**src/rtl/mem_port_arbiter.sv**
```systemverilog
// Arbitrates the IF and MEM pipeline stages onto one single-ported RAM and sequences each access.
// Optional IF starvation guard: define ARB_STARVE_GUARD_EN.
module mem_port_arbiter #(
  parameter int AW         = 32,
  parameter int DW         = 32,
  parameter int MEM_LAT    = 2,
  parameter int STARVE_MAX = 4
) (
  input  logic          clk,
  input  logic          rst,
  input  logic          if_req,
  input  logic [AW-1:0] if_addr,
  output logic          if_gnt,
  output logic          if_done,
  output logic [DW-1:0] if_rdata,
  input  logic          mem_req,
  input  logic          mem_we,
  input  logic [AW-1:0] mem_addr,
  input  logic [DW-1:0] mem_wdata,
  output logic          mem_gnt,
  output logic          mem_done,
  output logic [DW-1:0] mem_rdata,
  output logic          ram_en,
  output logic          ram_we,
  output logic [AW-1:0] ram_addr,
  output logic [DW-1:0] ram_wdata,
  input  logic [DW-1:0] ram_rdata,
  output logic          busy
);

  localparam int CW = (MEM_LAT > 1) ? $clog2(MEM_LAT) : 1;

  typedef enum logic [1:0] {IDLE, ISSUE, WAIT, CAP} state_t;

  state_t        state;
  logic          owner_mem;
  logic          we_q;
  logic [CW-1:0] cnt;
  logic          grant_mem;

  if (MEM_LAT < 1) begin : g_lat_check
    $error("mem_port_arbiter: MEM_LAT must be >= 1");
  end

`ifdef ARB_STARVE_GUARD_EN
  localparam int SW = $clog2(STARVE_MAX + 1);
  logic [SW-1:0] starve_cnt;

  // Once MEM has won STARVE_MAX times in a row over a waiting IF, IF takes the next slot.
  assign grant_mem = mem_req && (starve_cnt != SW'(STARVE_MAX));

  always_ff @(posedge clk or posedge rst) begin
    if (rst) begin
      starve_cnt <= '0;
    end else if (!if_req) begin
      starve_cnt <= '0;
    end else if (state == IDLE) begin
      starve_cnt <= grant_mem ? starve_cnt + 1'b1 : '0;
    end
  end
`else
  assign grant_mem = mem_req;
`endif

  assign busy = (state != IDLE);

  always_ff @(posedge clk or posedge rst) begin
    // NOTE: the rdata holding registers are reset too, so an abandoned access leaves no stale data.
    if (rst) begin
      state     <= IDLE;
      owner_mem <= 1'b0;
      we_q      <= 1'b0;
      cnt       <= '0;
      if_gnt    <= 1'b0;
      if_done   <= 1'b0;
      if_rdata  <= '0;
      mem_gnt   <= 1'b0;
      mem_done  <= 1'b0;
      mem_rdata <= '0;
      ram_en    <= 1'b0;
      ram_we    <= 1'b0;
      ram_addr  <= '0;
      ram_wdata <= '0;
    end else begin
      // NOTE: pulses default low with non-blocking updates; a state below raises them for one cycle.
      if_gnt   <= 1'b0;
      mem_gnt  <= 1'b0;
      if_done  <= 1'b0;
      mem_done <= 1'b0;
      ram_en   <= 1'b0;
      ram_we   <= 1'b0;
      unique case (state)
        IDLE: begin
          if (grant_mem) begin
            state     <= ISSUE;
            owner_mem <= 1'b1;
            we_q      <= mem_we;
            mem_gnt   <= 1'b1;
            ram_en    <= 1'b1;
            ram_we    <= mem_we;
            ram_addr  <= mem_addr;
            ram_wdata <= mem_wdata;
          end else if (if_req) begin
            state     <= ISSUE;
            owner_mem <= 1'b0;
            we_q      <= 1'b0;
            if_gnt    <= 1'b1;
            ram_en    <= 1'b1;
            ram_addr  <= if_addr;
            ram_wdata <= '0;
          end
        end
        ISSUE: begin
          if (MEM_LAT > 1) begin
            state <= WAIT;
            cnt   <= CW'(MEM_LAT - 1);
          end else begin
            state <= CAP;
          end
        end
        WAIT: begin
          if (cnt <= CW'(1)) begin
            cnt   <= '0;
            state <= CAP;
          end else begin
            cnt <= cnt - 1'b1;
          end
        end
        CAP: begin
          state <= IDLE;
          if (owner_mem) begin
            if (!we_q) mem_rdata <= ram_rdata;
            mem_done <= 1'b1;
          end else begin
            if_rdata <= ram_rdata;
            if_done  <= 1'b1;
          end
        end
        default: state <= IDLE;
      endcase
    end
  end

endmodule

```
**config.mk**
```make
export PLATFORM = sky130hd
export DESIGN_NAME = mem_port_arbiter
export DESIGN_NICKNAME = d
export VERILOG_FILES = /design/src/rtl/mem_port_arbiter.sv
export SDC_FILE = /design/constraint.sdc
export NUM_CORES = 1
export LEC_CHECK = 0
export CAP_MARGIN = 0
export CORE_UTILIZATION = 44
export DETAILED_ROUTE_END_ITERATION = 16
export PLACE_DENSITY = 0.85
export RECOVER_POWER = 100
export SYNTH_ARGS = -nofsm -noshare
export SYNTH_HDL_FRONTEND = slang
export SYNTH_SLANG_ARGS = --single-unit
```
**constraint.sdc**
```tcl
create_clock -name clk -period 10.5 [get_ports clk]
set_input_delay 2.625 -clock clk [delete_from_list [all_inputs] [get_ports clk]]
set_output_delay 2.625 -clock clk [all_outputs]
set_load 0.01 [all_outputs]
```
==> results.json <==
{
  "crit_family": "buffers and inverters",
  "worst_setup_path_end_kind": "asynchronous set/reset pin",
  "io_pins": 268,
  "finalHoldViolations": 0,
  "dp.final_hpwl_um": 11200,
  "cp_data_arrival_time_ps": 6060,
  "max-vdd-ir-drop_mv": 0.137,
  "cts_sinks": 138,
  "failed_checks": "max-capacitance violations, max-slew violations",
  "yosysUniqueCellTypes": 32,
  "port-buffer-count": 267,
  "clk_pin_slew_ps": 50,
  "synthFlopType": "dfrtp_1",
  "final_common_cell": "dlygate4sd3_1",
  "tritoncts": "built",
  "met3_usage": 0.0912,
  "yosysTopAreaCell": "dfrtp_1",
  "use_met1": 0.263,
  "rsz0062_at_grt": "false",
  "dieArea_mm2": 0.0132,
  "coreArea_mm2": 0.0122,
  "crit_buf_inv": 3,
  "routed_via_density": 5.20,
  "postCtsResizedCells": 0,
  "setup_violations": 0,
  "slew_viol_final": 149,
  "vias": 4242,
  "core.rowCount": 40,
  "slowest_stage": "clkinvlp_2",
  "async_reset_ff_frac": 1.00,
  "slowest_delay_ps": 1930,
  "wl_per_cell_um": 18.6,
  "top_usage_layer": "met2",
  "h-tree-depth": 4,
  "ys_seq_area_frac": 0.614,
  "tightest_slew_ps": 3460,
  "tns_ps": 0,
  "mostFrequentLayoutCells": "dlygate4sd3_1 (170), dfrtp_1 (138), clkdlybuf4s50_1 (97), a22o_1 (33), mux2_1 (26)",
  "design_area_mm2": 0.00882,
  "clockBufferDepth": 2,
  "yosysTopAreaCellShare": 0.614,
  "seq_area_mm2": 0.00345,
  "clock-root-buffer": "clkbuf_16",
  "p_leak_nw": 3.76,
  "fill_cells": 853,
  "insertion_delay_ps": 410,
  "initial_core_util": 0.460,
  "first_pass_iters": 5,
  "post_cts_buffers": 0,
  "ys_seq_elements": 138,
  "critPathLaunchType": "input pin",
  "die-height_um": 115,
  "grt_pass1_wl_um": 23500,
  "ys_top_cells_by_area": "dfrtp_1 (61%), mux2_4 (8.0%), a22o_1 (5.1%)",
  "postRouteAntennaNets": 0,
  "place.gp.congestion": 0.804,
  "die_w_um": 115,
  "relSlewSlack": -1.32,
  "drt_iter0_markers": 169,
  "cts_buffers": 17,
  "syn_area_per_cell_um2": 15.0,
  "synth_warnings": 0,
  "max_freq_mhz": 179,
  "totalPowerFinal_mw": 2.61,
  "wl_um": 15100,
  "fin_skew_ps": 5.34,
  "status": "complete, but fails checks",
  "cp_cell_sequence": "dlygate4sd3_1, clkinvlp_2, buf_4",
  "antenna_found_initial": 1,
  "met2_usage": 0.407,
  "period_needed_ps": 5600,
  "place_area_mm2": 0.00831,
  "p_per_area_mw_per_mm2": 296,
  "cp_data_required_time_ps": 10960,
  "min_period_over_period": 0.533,
  "synthesis.nets": 511,
  "synth_area_mm2": 0.00562,
  "final_nets": 773,
  "critical_path_class": "input pin to asynchronous set/reset pin",
  "cap_violations": 3,
  "critPathMaxFanout": 80,
  "drive_gt1_frac": 0.116,
  "gr-total-overflow": 0,
  "area_delta_synth_final_pct": 56.9,
  "multiInputGateArea_mm2": 0.00185,
  "postCtsHoldBufs": 0,
  "track_usage": 0.239,
  "grt_max_degree": 81,
  "synth_edf_count": 0,
  "first_global_vias": 4399,
  "min_path_type": "register to register",
  "syn-instance-count": 374,
  "drc": 0,
  "n_antenna_cell": 0
}
final timing paths:
path / to / slack, ps / cells past startpoint / startpoint
hold / removal: mem_rdata[29]$_DFFE_PP0P_ / 490 / 1 / mem_rdata[29]$_DFFE_PP0P_
setup reg to reg: ram_wdata[31]$_DFFE_PP0P_ / 7730 / 5 / state[0]$_DFFE_PP0P_
hold reg to reg: mem_rdata[29]$_DFFE_PP0P_ / 490 / 1 / mem_rdata[29]$_DFFE_PP0P_
max in group clk: ram_addr[29]$_DFFE_PP0P_ / 5410 / 4 / mem_req
min in group asynchronous: mem_rdata[16]$_DFFE_PP0P_ / 3680 / 2 / rst
setup / recovery: ram_wdata[14]$_DFFE_PP0P_ / 4900 / 3 / rst
layer usage:
layer,vias to the layer above,share of wire,wire (um)
met3,40,0.091,1380
met1,2068,0.37,5670
met2,228,0.50,7570
met4,2,0.033,500
li1,1904,-,-
met5,-,0.00073,11
state kept, by name, indices dropped and copies added, names as in the netlist:
| name | count |
|---|---|
| if_rdata | 32 |
| mem_rdata | 32 |
| ram_addr | 32 |
| ram_wdata | 32 |
| state | 2 |
| if_done | 1 |
| if_gnt | 1 |
| mem_done | 1 |
| mem_gnt | 1 |
| owner_mem | 1 |
| ram_en | 1 |
| ram_we | 1 |
| we_q | 1 |
cells in the mapped netlist (2+ instances only):
cell type / number
dfrtp_1: 138
a22o_1: 33
mux2_4: 30
mux2_2: 24
nand3b_1: 24
o221a_1: 21
nor3_1: 14
buf_2: 13
nor2_1: 12
mux2_1: 11
nor3b_1: 7
buf_6: 6
inv_1: 6
buf_4: 5
nand2_1: 5
ha_1: 4
buf_12: 3
a21oi_1: 2
inv_2: 2
o221a_2: 2
cell families after synthesis:
group | Yosys count | synth area share
DFF | 138 | 0.614
muxes | 65 | 0.150
AOI/OAI and AO/OA | 63 | 0.107
adders and majority gates | 4 | 0.00890
and+or+nand+nor | 68 | 0.0728
buffers and inverters | 36 | 0.0470
cell type report:
class,count,share of cell area
multi-input cells,200,0.209
inverters,8,0.00355
repair buffers,271,0.306
flip-flops and latches,138,0.392
clock buffers,23,0.0553
clock inverters,7,0.0104
well taps,168,0.0238
per-stage QoR:
stage | instances | hold WS (ps) | utilization | worst slack, ps
final | 815 | 488 | 0.722 | 4900
after global routing | 815 | 504 | 0.722 | 4290
after CTS | 815 | 497 | 0.728 | 5680
after detailed placement | 785 | 482 | 0.680 | 5240
after global placement | 785 | 474 | 0.680 | 5350
after floorplan | 374 | 461 | - | 4180
power by group:
part           internal, mW  switching (mW)  total, mW
Sequential            0.789           0.135      0.924
Clock                 0.371           0.207      0.578
Combinational         0.632           0.477       1.11
Total                  1.79           0.820       2.61
No activity file was read; power rests on OpenSTA's default activity.
